$ cat config.mk
export PLATFORM = sky130hd
export DESIGN_NAME = mio_bus
export DESIGN_NICKNAME = d
export VERILOG_FILES = /design/src/rtl/mio_pkg.sv /design/src/rtl/mio_counter.sv /design/src/rtl/mio_bus.sv
export SDC_FILE = /design/constraint.sdc
export NUM_CORES = 1
export LEC_CHECK = 0
export CORE_ASPECT_RATIO = 1.4
export CORE_MARGIN = 5
export CORE_UTILIZATION = 30
export DETAILED_ROUTE_END_ITERATION = 10
export GPL_ROUTABILITY_DRIVEN = 0
export SKIP_CTS_REPAIR_TIMING = 1
export SLEW_MARGIN = 30
export SYNTH_ARGS = -nofsm -noshare
export SYNTH_HDL_FRONTEND = slang
export SYNTH_SLANG_ARGS = --single-unit
$ cat constraint.sdc
create_clock -name clk -period 8.4 [get_ports clk]
set_clock_uncertainty 0.05 [all_clocks]
set_input_delay 1.26 -clock clk [delete_from_list [all_inputs] [get_ports clk]]
set_output_delay 1.26 -clock clk [all_outputs]
set_load 0.03 [all_outputs]
$ cat src/rtl/mio_pkg.sv
// mio_pkg: shared constants and types for the mio_bus memory/IO controller.
// Holds the region decode constants, peripheral register offsets, store-width
// codes, CTRL bit positions and the counter0 FSM state type.
package mio_pkg;

  // Region decode: RAM when addr[31:12] matches, PERIPH when addr[31:4] matches
  localparam logic [19:0] RAM_BASE_HI    = 20'h0_0000;
  localparam logic [27:0] PERIPH_BASE_HI = 28'hF00_0000;

  typedef enum logic [1:0] {
    RGN_RAM    = 2'd0,
    RGN_PERIPH = 2'd1,
    RGN_NONE   = 2'd2
  } region_e;

  // Store-width codes from the CPU
  typedef enum logic [1:0] {
    MW_NONE = 2'b00,
    MW_WORD = 2'b01,
    MW_HALF = 2'b10,
    MW_BYTE = 2'b11
  } mem_w_e;

  // Peripheral register select, taken from addr[3:2]
  typedef enum logic [1:0] {
    REG_GPIO   = 2'd0,
    REG_RELOAD = 2'd1,
    REG_CTRL   = 2'd2,
    REG_STATUS = 2'd3
  } reg_sel_e;

  // CTRL register bit positions
  localparam int unsigned CTRL_EN   = 0;
  localparam int unsigned CTRL_AUTO = 1;
  localparam int unsigned CTRL_IE   = 2;

  typedef enum logic {
    CNT_IDLE = 1'b0,
    CNT_RUN  = 1'b1
  } cnt_state_e;

endpackage

$ cat src/rtl/mio_counter.sv
// mio_counter: counter0 peripheral (RELOAD, CTRL, COUNT, IRQ) and its FSM.
// Ports:
//   clk, reset            clock, async active-high reset
//   we_reload/ctrl/status word-store strobes for each register
//   wdata                 store data
//   reload_o              RELOAD read value
//   ctrl_o                CTRL read value {.., IE, AUTO, EN}
//   status_o              STATUS read value {COUNT[30:0], IRQ}
//   irq_o                 IRQ & IE
module mio_counter
  import mio_pkg::*;
(
  input  logic        clk,
  input  logic        reset,
  input  logic        we_reload,
  input  logic        we_ctrl,
  input  logic        we_status,
  input  logic [31:0] wdata,
  output logic [31:0] reload_o,
  output logic [31:0] ctrl_o,
  output logic [31:0] status_o,
  output logic        irq_o
);

  localparam int unsigned CNT_W = 32;

  // EN is represented by the FSM state itself
  cnt_state_e         state_q, state_d;
  logic               auto_q, auto_d;
  logic               ie_q, ie_d;
  logic               irq_q, irq_d;
  logic [CNT_W-1:0]   reload_q, reload_d;
  logic [CNT_W-1:0]   count_q, count_d;
  logic               expire_c;

  assign expire_c = (state_q == CNT_RUN) && (count_q == '0);

  // Next-state: countdown first, then register writes override it
  always_comb begin
    state_d  = state_q;
    auto_d   = auto_q;
    ie_d     = ie_q;
    irq_d    = irq_q;
    reload_d = reload_q;
    count_d  = count_q;

    if (state_q == CNT_RUN) begin
      if (!expire_c) begin
        count_d = count_q - CNT_W'(1);
      end else begin
        irq_d = 1'b1;
        if (auto_q) count_d = reload_q;
        else        state_d = CNT_IDLE;
      end
    end

    if (we_reload) begin
      reload_d = wdata;
      count_d  = wdata;
    end

    if (we_ctrl) begin
      state_d = wdata[CTRL_EN] ? CNT_RUN : CNT_IDLE;
      auto_d  = wdata[CTRL_AUTO];
      ie_d    = wdata[CTRL_IE];
    end

    // An expiry on the same edge as a clear keeps IRQ set
    if (we_status && wdata[0] && !expire_c) irq_d = 1'b0;
  end

  always_ff @(posedge clk or posedge reset) begin
    if (reset) begin
      state_q  <= CNT_IDLE;
      auto_q   <= 1'b0;
      ie_q     <= 1'b0;
      irq_q    <= 1'b0;
      reload_q <= '0;
      count_q  <= '0;
    end else begin
      state_q  <= state_d;
      auto_q   <= auto_d;
      ie_q     <= ie_d;
      irq_q    <= irq_d;
      reload_q <= reload_d;
      count_q  <= count_d;
    end
  end

  assign reload_o = reload_q;
  assign ctrl_o   = {29'd0, ie_q, auto_q, (state_q == CNT_RUN)};
  assign status_o = {count_q[30:0], irq_q};
  assign irq_o    = irq_q & ie_q;

endmodule

$ cat src/rtl/mio_bus.sv
// mio_bus: memory/IO bus controller behind the single-cycle CPU datapath.
// Decodes the CPU address into RAM / peripherals / unmapped, builds RAM
// byte-lane enables and replicated store data, holds the GPIO output register
// and the counter0 peripheral, and muxes load data back to the CPU.
// Ports:
//   clk, reset              clock, async active-high reset
//   cpu_addr/wdata/mem_w    CPU address, store data, store-width code
//   cpu_rdata               load word to CPU (combinational)
//   ram_addr/wdata/we       RAM word address, store data, byte-lane enables
//   ram_rdata               asynchronous RAM read data
//   gpio_in/gpio_out        switch inputs / LED register
//   counter0_out            counter0 interrupt request
module mio_bus
  import mio_pkg::*;
#(
  parameter int unsigned RAM_AW = 10,
  parameter int unsigned GPIO_W = 16
) (
  input  logic              clk,
  input  logic              reset,
  input  logic [31:0]       cpu_addr,
  input  logic [31:0]       cpu_wdata,
  input  logic [1:0]        mem_w,
  output logic [31:0]       cpu_rdata,
  output logic [RAM_AW-1:0] ram_addr,
  output logic [31:0]       ram_wdata,
  output logic [3:0]        ram_we,
  input  logic [31:0]       ram_rdata,
  input  logic [GPIO_W-1:0] gpio_in,
  output logic [GPIO_W-1:0] gpio_out,
  output logic              counter0_out
);

  region_e            region_c;
  mem_w_e             mw_c;
  reg_sel_e           sel_c;
  logic               periph_wr_c;
  logic [GPIO_W-1:0]  gpio_q, gpio_d;
  logic [31:0]        cnt_reload, cnt_ctrl, cnt_status;

  assign mw_c  = mem_w_e'(mem_w);
  assign sel_c = reg_sel_e'(cpu_addr[3:2]);

  // Address region decode
  always_comb begin
    region_c = RGN_NONE;
    if (cpu_addr[31:12] == RAM_BASE_HI)        region_c = RGN_RAM;
    else if (cpu_addr[31:4] == PERIPH_BASE_HI) region_c = RGN_PERIPH;
  end

  // Peripheral registers accept word stores only
  assign periph_wr_c = (region_c == RGN_PERIPH) && (mw_c == MW_WORD);

  // RAM byte-lane enables and lane-replicated store data
  always_comb begin
    ram_we    = 4'b0000;
    ram_wdata = cpu_wdata;
    case (mw_c)
      MW_WORD: ram_we = 4'b1111;
      MW_HALF: begin
        ram_we    = cpu_addr[1] ? 4'b1100 : 4'b0011;
        ram_wdata = {2{cpu_wdata[15:0]}};
      end
      MW_BYTE: begin
        ram_we    = 4'b0001 << cpu_addr[1:0];
        ram_wdata = {4{cpu_wdata[7:0]}};
      end
      default: ram_we = 4'b0000;
    endcase
    if (reset || (region_c != RGN_RAM)) ram_we = 4'b0000;
  end

  assign ram_addr = cpu_addr[RAM_AW+1:2];

  // GPIO output register
  always_comb begin
    gpio_d = gpio_q;
    if (periph_wr_c && (sel_c == REG_GPIO)) gpio_d = cpu_wdata[GPIO_W-1:0];
  end

  always_ff @(posedge clk or posedge reset) begin
    if (reset) gpio_q <= '0;
    else       gpio_q <= gpio_d;
  end

  assign gpio_out = gpio_q;

  mio_counter u_counter0 (
    .clk       (clk),
    .reset     (reset),
    .we_reload (periph_wr_c && (sel_c == REG_RELOAD)),
    .we_ctrl   (periph_wr_c && (sel_c == REG_CTRL)),
    .we_status (periph_wr_c && (sel_c == REG_STATUS)),
    .wdata     (cpu_wdata),
    .reload_o  (cnt_reload),
    .ctrl_o    (cnt_ctrl),
    .status_o  (cnt_status),
    .irq_o     (counter0_out)
  );

  // Zero-latency load mux
  always_comb begin
    cpu_rdata = 32'd0;
    case (region_c)
      RGN_RAM: cpu_rdata = ram_rdata;
      RGN_PERIPH: begin
        case (sel_c)
          REG_GPIO:   cpu_rdata = 32'({gpio_in, gpio_q});
          REG_RELOAD: cpu_rdata = cnt_reload;
          REG_CTRL:   cpu_rdata = cnt_ctrl;
          REG_STATUS: cpu_rdata = cnt_status;
          default:    cpu_rdata = 32'd0;
        endcase
      end
      default: cpu_rdata = 32'd0;
    endcase
  end

endmodule

==> summary.md, run 1 <==
### Run status
• **run status** finished, final reports clean

### Floorplanning
• **total I/O pin count** 211
• **y dimension of the die** 177.3 microns
• **starting density of the core** 0.3032
• **width of the chip** 129.5 microns
• **area of the die** 0.02295 sq mm
• **total core area** 0.01977 sq mm
• **cell row count** 61

### Clocking
• **insertion delay of the later-clocked pin in the worst-skew pair** 0.35 ns
• **root buf cell** sky130_fd_sc_hd__clkbuf_16
• **H-tree depth reported by CTS** 3
• **number of sinks driven by the clock tree** 84
• **clock transition at the register clock pins on the worst setup and hold paths after CTS** 0.06 ns
• **TritonCTS buffer count** 9
• **clock tree from TritonCTS** yes
• **maximum root-to-sink buffer count** 2

### Route
• **post-route ant nets** 0
• **post-detailed-route via-to-cell ratio** 5.386
• **detail-routed net length per standard cell** 22.27 microns
• **drt first pass iters** 4
• **total length of routed wires** 25380 microns
• **Residual DRC** 0
• **total via count after detailed routing** 6140
• **1st-iter DRT viols** 401

### Power
• **Lkg Pwr** 3.469 nW
• **share of power burned in the clock network** 0.421
• **relative contribution of combinational cells to total power** 0.181
• **power share of the sequential group** 0.398
• **net switching fraction of the power** 0.2522
• **switching pwr** 0.2563 mW
• **largest vdd supply drop** 0.09365 mV
• **Cell Int Power** 0.7601 mW
• **power density cells** 119.7 mW/mm^2

### Synthesis
• **yosys synthesis warning count** 0
• **Gate Count Post-Synth** 719
• **async set or reset register ratio after synthesis** 1.000
• **cell types with the largest area share after synthesis** sky130_fd_sc_hd__dfrtp_1 35%, sky130_fd_sc_hd__mux2_2 11%, sky130_fd_sc_hd__nand2_1 9.3%
• **post-synthesis instance area** 0.005994 sq mm
• **most frequent cell after synthesis** sky130_fd_sc_hd__nand2_1
• **Yosys top cell by area** sky130_fd_sc_hd__dfrtp_1
• **share of the synthesized area in the top cell type** 0.3507
• **number of library cell types mapped by synthesis** 67
• **predominant post-synthesis flop cell** sky130_fd_sc_hd__dfrtp_1
• **Post-Syn Nets** 836
• **mean cell area of the mapped netlist** 8.337 sq um
• **FF+latch count, synth** 84
• **most frequent cells after synthesis** 148 x sky130_fd_sc_hd__nand2_1, 84 x sky130_fd_sc_hd__dfrtp_1, 64 x sky130_fd_sc_hd__o21ai_0
• **Seq/Total Area, Yosys** 0.3507
• **EDFF count, synth** 0

### Place
• **half-perimeter wire length of the detailed placement result** 18330 microns
• **Port Buffers** 210

### GRT
• **global route hottest layer** met2
• **met2 track utilization from global routing** 0.3912
• **global-route usage over all layers** 0.2167
• **wire length of the first global-routing pass** 37660 microns
• **vias in the first global route** 6225
• **global routing usage on met3** 0.03080
• **initial antenna violation count** 0
• **largest net degree at the start of global routing** 68
• **GRT Residual Overflow** 0
• **global routing usage on met1** 0.2633

### Timing
• **final-report setup violation count** 0
• **worst-margin pin slew** 0.9542 ns
• **minimum clock period after layout** 5.523 ns
• **endpoints failing hold** 0
• **RSZ-0062 raised after global routing** false
• **summed negative setup slack over all endpoints** 0 ns
• **final-layout worst hold slack** 0.4311 ns
• **fraction of the cycle the final worst path needs** 0.6575
• **headroom to the max-slew limit** 0.3618
• **Max Clk Rate** 0.1811 GHz
• **number of pins exceeding their max-slew limit in the final report** 0

### Setup path
• **sum of buffers and inverters on the critical path** 2
• **Crit path arrival time** 4.21 ns
• **Crit path largest cell delay** 0.72 ns
• **family with the most delay on the worst path** simple AND/OR/NAND/NOR gates
• **largest fanout on the critical path** 29
• **data required time at the worst endpoint** 7.09 ns
• **critical path capture point type** primary output
• **Crit path top cell by count** sky130_fd_sc_hd__clkdlybuf4s50_1
• **cell chain of the critical path** clkdlybuf4s50_1, or4b_2, nor3_1, nand2_2, o21ai_0, clkdlybuf4s50_1
• **critical path launch point type** primary input
• **kind of critical path** in2out
• **Worst path slowest cell** sky130_fd_sc_hd__clkdlybuf4s50_1

### Final layout
• **net count reported at finish** 1002
• **diodes inserted** 0
• **Synth-to-Final Area Change** 41.60%
• **fraction of final layout cells with drive strength greater than 1** 0.1284

### Job
• **max-cap violations** 0

### Worst hold path
• **type of the worst min-delay path** reg2reg

==> path summary, 6_finish.rpt <==
check                                                    start                                   to  slack (ns)  cells past startpoint
max                                               cpu_addr[28]                        cpu_rdata[13]        2.88                      6
min                        u_counter0.reload_o[17]$_DFFE_PP0P_  u_counter0.reload_o[17]$_DFFE_PP0P_        0.43                      2
max reg2reg                  u_counter0.count_q[0]$_DFFE_PP0P_   u_counter0.count_q[21]$_DFFE_PP0P_        4.94                      8
min reg2reg                u_counter0.reload_o[17]$_DFFE_PP0P_  u_counter0.reload_o[17]$_DFFE_PP0P_        0.43                      2
max in group asynchronous                                reset  u_counter0.reload_o[23]$_DFFE_PP0P_        6.15                      3
min in group asynchronous                                reset    u_counter0.count_q[7]$_DFFE_PP0P_        1.16                      2
==> per-layer routing <==
layer  vias to the layer above  part of all wire  wire length [microns]
met1                      2992              0.40                  10170
li1                       2926                 -                      -
met3                        33             0.044                   1117
met2                       189              0.53                  13480
met5                         -                 0                      0
met4                         0             0.024                    610
==> area by class of cell <==
type / count / area, sq um
flip-flops and latches: 84 / 2102
clock buffers: 12 / 246.5
well taps: 252 / 315.3
repair buffers: 225 / 2213
inverters: 12 / 46.29
clock inverters: 2 / 60.06
fillers: 2010 / 11280
multi-input cells: 553 / 3505
==> metrics by stage <==
stage / util / instance area (sq um) / cells / total power [mW] / worst slack, ns
finish: 0.4294 / 8488 / 1140 / 1.016 / 2.877
global route: 0.4294 / 8488 / 1140 / 1.047 / 2.633
CTS: 0.4291 / 8483 / 1140 / 1.024 / 2.821
detailed placement: 0.4136 / 8177 / 1126 / 0.5972 / 2.817
global placement: 0.4134 / 8173 / 1126 / 0.5977 / 2.629
floorplan: - / 5995 / 719 / 0.4898 / 3.038
==> state kept, by name (all words and copies together), names as in the netlist <==
signal               flops
u_counter0.auto_q        1
u_counter0.state_q       1
u_counter0.irq_q         1
u_counter0.ie_q          1
u_counter0.count_q      32
gpio_out                16
u_counter0.reload_o     32
==> kinds of logic (layout without fill, tap and decap cells) <==
| kind of cell | after synthesis | after routing | share of synthesized area |
|---|---|---|---|
| AND/OR/NAND/NOR | 280 | 280 | 0.2271 |
| AO/OA/AOI/OAI | 186 | 186 | 0.1920 |
| flip-flops | 84 | 84 | 0.3507 |
| buffers and inverters | 82 | 251 | 0.06742 |
| multiplexers | 78 | 78 | 0.1490 |
| XOR/XNOR | 8 | 8 | 0.01169 |
| adder cells (fa/ha/maj) | 1 | 1 | 0.002087 |
==> worst min-delay path: stages (launching register included) <==
cell	delay [ns]
sky130_fd_sc_hd__dfrtp_1	0.35
sky130_fd_sc_hd__nand2_1	0.05
sky130_fd_sc_hd__nand2_1	0.05
==> power groups by stage <==
| stage | Clock (mW) | Combinational, mW | Sequential (mW) |
|---|---|---|---|
| floorplan | 0 | 0.0777 | 0.412 |
| global placement | 0 | 0.186 | 0.412 |
| detailed placement | 0 | 0.185 | 0.412 |
| CTS | 0.433 | 0.186 | 0.405 |
| global route | 0.448 | 0.195 | 0.404 |
| finish | 0.427 | 0.184 | 0.405 |
==> placed cells by master, fill, tap and decap left out, drive strengths merged, types with 4 or more instances in the layout <==
master / count
o211ai: 5
a22oi: 29
and3: 4
mux2i: 15
a31oi: 8
nand4: 4
o21ai: 65
buf: 16
nand3: 15
nor2: 38
mux2: 60
clkdlybuf4s50: 209
nand2: 149
a21oi: 45
xnor2: 5
nor4: 17
clkbuf: 12
nand3b: 8
dfrtp: 84
nor3: 14
inv: 11
o31ai: 6
or4: 11
(Power assumes the default switching activity.)
==> run 2: changes to the inputs <==
Clock period 8.4 ns to 5.6 ns, I/O delays scaled along.
==> run 2 against run 1 <==
Effect of this change:
- register-to-register slack got worse by 2.8 ns
- cell count up 0.53%
- sequential cell count unchanged
- sequential share of layout area decreased by 0.12 points
- core utilization is 0.21 points higher
- largest cell class unchanged
- first-iteration DRC count up 35%
- routed wire length fell by 0.54%
- worst setup slack worse by 2.1 ns
- via count increased by 0.44%
==> summary.md, run 2 (same netlist as run 1, synthesis figures left out) <==
### Run status
• **run status** finished, final reports clean

### GRT
• **wire length of the first global-routing pass** 37200 microns
• **initial antenna violation count** 0
• **largest net degree at the start of global routing** 46
• **GRT Residual Overflow** 0
• **global-route usage over all layers** 0.2146
• **vias in the first global route** 6146

### Final layout
• **leading cell types in the layout, fill and taps excluded** 209 x sky130_fd_sc_hd__clkdlybuf4s50_1, 148 x sky130_fd_sc_hd__nand2_1, 84 x sky130_fd_sc_hd__dfrtp_1, 64 x sky130_fd_sc_hd__o21ai_0, 60 x sky130_fd_sc_hd__mux2_2
• **diodes inserted** 0
• **area of all placed cells without fillers** 0.008529 sq mm
• **net count reported at finish** 1007
• **most common cell after layout, fill and taps aside** sky130_fd_sc_hd__clkdlybuf4s50_1
• **Synth-to-Final Area Change** 42.29%
• **fraction of final layout cells with drive strength greater than 1** 0.1342

### Clocking
• **H-tree depth reported by CTS** 3
• **clock transition at the register clock pins on the worst setup and hold paths after CTS** 0.06 ns
• **insertion delay of the later-clocked pin in the worst-skew pair** 0.35 ns
• **maximum root-to-sink buffer count** 2
• **TritonCTS buffer count** 9
• **root buf cell** sky130_fd_sc_hd__clkbuf_16
• **clock tree from TritonCTS** yes
• **number of sinks driven by the clock tree** 84

### Place
• **Port Buffers** 210
• **Placed Instance Area** 0.008227 sq mm
• **half-perimeter wire length of the detailed placement result** 18570 microns

### Power
• **power density cells** 176.8 mW/mm^2
• **largest vdd supply drop** 0.1052 mV
• **Lkg Pwr** 3.496 nW

### Job
• **max-cap violations** 0

### Worst hold path
• **hold depth** 2
• **type of the worst min-delay path** reg2reg

### Route
• **post-route ant nets** 0
• **detail-routed net length per standard cell** 22.03 microns
• **total length of routed wires** 25250 microns
• **drt first pass iters** 8
• **1st-iter DRT viols** 542
• **Residual DRC** 0
• **total via count after detailed routing** 6167
• **post-detailed-route via-to-cell ratio** 5.381

### Floorplanning
• **total I/O pin count** 211
• **width of the chip** 129.5 microns
• **starting density of the core** 0.3032
• **area of the die** 0.02295 sq mm
• **y dimension of the die** 177.3 microns
• **total core area** 0.01977 sq mm
• **cell row count** 61

### Timing
• **final-report setup violation count** 0
• **RSZ-0062 raised after global routing** false
• **fraction of the cycle the final worst path needs** 0.8526
• **worst-margin pin slew** 0.7125 ns
• **Max Clk Rate** 0.2094 GHz
• **minimum clock period after layout** 4.775 ns
• **summed negative setup slack over all endpoints** 0 ns
• **endpoints failing hold** 0
• **number of pins exceeding their max-slew limit in the final report** 0
• **headroom to the max-slew limit** 0.5250

### Setup path
• **critical path capture point type** primary output
• **depth of the worst register-to-register path** 9
• **largest fanout on the critical path** 19
• **critical path launch point type** primary input
• **kind of critical path** in2out
• **Crit path arrival time** 3.88 ns
• **data required time at the worst endpoint** 4.71 ns

## run 2: cell types whose count changed in the layout (fill, tap and decap cells not counted), sizes merged
cell / before / now
bufinv: 2 / 1
buf: 16 / 21
clkbuf: 12 / 11
clkinv: 1 / 4
## run 2: critical path, stage by stage
cell and delay (ns):
sky130_fd_sc_hd__clkdlybuf4s50_1 0.46, sky130_fd_sc_hd__or4b_2 0.62, sky130_fd_sc_hd__nor3_1 0.36, sky130_fd_sc_hd__nand2_1 0.34, sky130_fd_sc_hd__buf_4 0.33, sky130_fd_sc_hd__o21ai_0 0.22
sky130_fd_sc_hd__clkdlybuf4s50_1 0.70
## run 2: layout make-up
class / count / area, sq um
fillers: 1951 / 11240
inverters: 12 / 46.29
flip-flops and latches: 84 / 2102
repair buffers: 230 / 2270
well taps: 252 / 315.3
multi-input cells: 553 / 3495
clock buffers: 11 / 252.7
clock inverters: 4 / 48.80
## run 2: power by group
| group | switching [mW] | total, mW | internal [mW] |
|---|---|---|---|
| logic | 0.143 | 0.278 | 0.136 |
| registers | 0.0000000705 | 0.607 | 0.607 |
| clock network | 0.256 | 0.623 | 0.367 |
| total | 0.398 | 1.51 | 1.11 |
## run 2: layer usage
metal  part of all wire  global-route usage  wire [microns]  vias to the layer above
met3              0.053             0.04016            1349                       31
met4              0.028             0.06802             708                        0
met5                  0                   0               0                        -
li1                   -                   -               -                     2920
met2               0.53              0.3817           13320                      206
met1               0.39              0.2594            9866                     3010
## run 2: worst paths after layout
| path | start | to | slack [ns] |
|---|---|---|---|
| min in group asynchronous | reset | u_counter0.count_q[6]$_DFFE_PP0P_ | 1.00 |
| max | cpu_addr[6] | cpu_rdata[27] | 0.83 |
| min reg2reg | u_counter0.reload_o[17]$_DFFE_PP0P_ | u_counter0.reload_o[17]$_DFFE_PP0P_ | 0.43 |
| min | u_counter0.reload_o[17]$_DFFE_PP0P_ | u_counter0.reload_o[17]$_DFFE_PP0P_ | 0.43 |
| max reg2reg | u_counter0.count_q[0]$_DFFE_PP0P_ | u_counter0.count_q[16]$_DFFE_PP0P_ | 2.13 |
| max in group asynchronous | reset | u_counter0.count_q[1]$_DFFE_PP0P_ | 3.49 |
## run 2: stage by stage
step           hold WS (ns)  cells  power, mW  worst slack, ns    util
3_5_place_dp         0.4196   1131     0.8977           0.8239  0.4162
6_report             0.4344   1146      1.508           0.8253  0.4315
3_3_place_gp         0.4160   1130     0.8983           0.8863  0.4153
5_1_grt              0.4700   1146      1.553           0.6392  0.4315
2_1_floorplan        0.3971    719     0.7347            1.078       -
4_1_cts              0.4342   1146      1.518           0.8077  0.4314
==> run 3: changes to the inputs <==
Settings changed: PLACE_DENSITY set to 0.57, SLEW_MARGIN 30 to unset.
==> run 3 against run 2 <==
Effect of this change:
- hold slack improved by 0.0083 ns
- clock-buffer cell count increased by 2
- global-route usage increased by 0.68 points
- cell count unchanged
- combinational power about the same
- core utilization decreased by 0.14 points
- largest power group unchanged
- critical endpoint is now cpu_rdata[10]
- highest routed layer unchanged
- sequential power about the same
- sequential cell count unchanged
- cell area decreased by 0.32%
- clock power increased by 2%
- non-clock buffer count decreased by 1
==> summary.md, run 3 (same netlist as run 1, synthesis figures left out) <==
### Power
• **net switching fraction of the power** 0.2683
• **largest vdd supply drop** 0.1175 mV
• **power share of the sequential group** 0.399
• **switching pwr** 0.4078 mW
• **relative contribution of combinational cells to total power** 0.182
• **share of power burned in the clock network** 0.419
• **Lkg Pwr** 3.477 nW
• **power density cells** 178.8 mW/mm^2
• **Cell Int Power** 1.112 mW

### Timing
• **Max Clk Rate** 0.2095 GHz
• **number of pins exceeding their max-slew limit in the final report** 0
• **final-layout worst hold slack** 0.4427 ns
• **headroom to the max-slew limit** 0.3042
• **Final Worst Setup Slack** 0.8262 ns
• **endpoints failing hold** 0
• **minimum clock period after layout** 4.774 ns
• **final-report setup violation count** 0
• **worst-margin pin slew** 1.044 ns
• **fraction of the cycle the final worst path needs** 0.8525
• **summed negative setup slack over all endpoints** 0 ns
• **RSZ-0062 raised after global routing** false

### Route
• **post-route ant nets** 0
• **1st-iter DRT viols** 399
• **detail-routed net length per standard cell** 22.46 microns
• **drt first pass iters** 5
• **total via count after detailed routing** 6234
• **Residual DRC** 0
• **post-detailed-route via-to-cell ratio** 5.440
• **total length of routed wires** 25730 microns

### Setup path
• **depth of the worst register-to-register path** 8
• **largest fanout on the critical path** 17
• **reg-to-reg critical path startpoint** u_counter0.count_q[0]$_DFFE_PP0P_
• **Crit path arrival time** 3.88 ns
• **critical path capture point type** primary output
• **critical path launch point type** primary input
• **kind of critical path** in2out
• **worst flop-to-flop path endpoint** u_counter0.count_q[21]$_DFFE_PP0P_
• **data required time at the worst endpoint** 4.71 ns
• **worst reg-to-reg setup slack** 1.99 ns

### Place
• **Post-Place Setup Slack** 0.7813 ns
• **half-perimeter wire length of the detailed placement result** 18820 microns
• **Placed Instance Area** 0.008197 sq mm
• **Port Buffers** 210

### Clocking
• **maximum root-to-sink buffer count** 2
• **number of sinks driven by the clock tree** 84
• **insertion delay of the later-clocked pin in the worst-skew pair** 0.36 ns
• **clock transition at the register clock pins on the worst setup and hold paths after CTS** 0.06 ns
• **H-tree depth reported by CTS** 3
• **root buf cell** sky130_fd_sc_hd__clkbuf_16
• **clock tree from TritonCTS** yes
• **TritonCTS buffer count** 9

### GRT
• **largest net degree at the start of global routing** 55
• **GRT Residual Overflow** 0
• **global-route usage over all layers** 0.2214
• **vias in the first global route** 6175
• **initial antenna violation count** 0
• **wire length of the first global-routing pass** 38280 microns

### Worst hold path
• **type of the worst min-delay path** reg2reg
• **hold depth** 2
• **capture endpoint of the worst hold path** u_counter0.reload_o[17]$_DFFE_PP0P_
• **hold path startpoint** u_counter0.reload_o[17]$_DFFE_PP0P_

### Final layout
• **leading cell types in the layout, fill and taps excluded** 209 x sky130_fd_sc_hd__clkdlybuf4s50_1, 148 x sky130_fd_sc_hd__nand2_1, 84 x sky130_fd_sc_hd__dfrtp_1, 64 x sky130_fd_sc_hd__o21ai_0, 60 x sky130_fd_sc_hd__mux2_2
• **final core utilization** 0.4301
• **Synth-to-Final Area Change** 41.83%
• **diodes inserted** 0
• **most common cell after layout, fill and taps aside** sky130_fd_sc_hd__clkdlybuf4s50_1
• **Filler cells** 1978
• **net count reported at finish** 1006
• **fraction of final layout cells with drive strength greater than 1** 0.1309
• **area of all placed cells without fillers** 0.008502 sq mm

### Floorplanning
• **area of the die** 0.02295 sq mm
• **total I/O pin count** 211
• **y dimension of the die** 177.3 microns
• **width of the chip** 129.5 microns
• **total core area** 0.01977 sq mm
• **cell row count** 61
• **starting density of the core** 0.3032

### Run status
• **run status** finished, final reports clean

### Job
• **max-cap violations** 0

[run 3: worst max-delay path by stage]
stage	from	endpoint	slack (ns)	cells past startpoint
detailed placement	cpu_addr[28]	cpu_rdata[3]	0.78	8
global placement	cpu_addr[28]	cpu_rdata[5]	0.80	8
finish	cpu_addr[28]	cpu_rdata[10]	0.83	8
CTS	cpu_addr[28]	cpu_rdata[10]	0.78	8
floorplan	reset	ram_we[0]	1.08	3
global route	cpu_addr[28]	cpu_rdata[10]	0.60	8
[run 3: final cells by class]
cell class              count  area, sq um  area share
multi-input cells         553         3493      0.4109
repair buffers            229         2240      0.2634
flip-flops and latches     84         2102      0.2472
well taps                 252        315.3     0.03709
clock buffers              13        260.3     0.03061
inverters                  12        46.29    0.005445
clock inverters             3        45.04    0.005298
[run 3: critical path, cell delays in order]
cell	delay, ns
sky130_fd_sc_hd__clkdlybuf4s50_1	0.53
sky130_fd_sc_hd__or4b_2	0.63
sky130_fd_sc_hd__nor3_1	0.16
sky130_fd_sc_hd__buf_4	0.14
sky130_fd_sc_hd__nand2_1	0.32
sky130_fd_sc_hd__buf_4	0.35
sky130_fd_sc_hd__o21ai_0	0.19
sky130_fd_sc_hd__clkdlybuf4s50_1	0.70
[run 3: per-layer routing]
| layer | vias to the layer above | share of wire | wire length, microns | track usage |
|---|---|---|---|---|
| met5 | - | 0 | 0 | 0 |
| met4 | 0 | 0.021 | 553 | 0.06759 |
| met3 | 30 | 0.054 | 1379 | 0.03865 |
| met2 | 210 | 0.52 | 13260 | 0.3828 |
| met1 | 3058 | 0.41 | 10540 | 0.2798 |
| li1 | 2936 | - | - | - |
[run 3: per-stage QoR]
stage / power, mW / std cells
floorplan: 0.7347 / 719
global placement: 0.8973 / 1130
detailed placement: 0.8967 / 1130
CTS: 1.528 / 1146
global route: 1.561 / 1146
finish: 1.520 / 1146
[run 3: power by group through the flow]
stage	combinational (mW)	sequential, mW	clock (mW)
3_5_place_dp	0.279	0.618	0
5_1_grt	0.293	0.606	0.663
3_3_place_gp	0.279	0.618	0
2_1_floorplan	0.117	0.618	0
4_1_cts	0.280	0.607	0.642
6_report	0.277	0.607	0.636
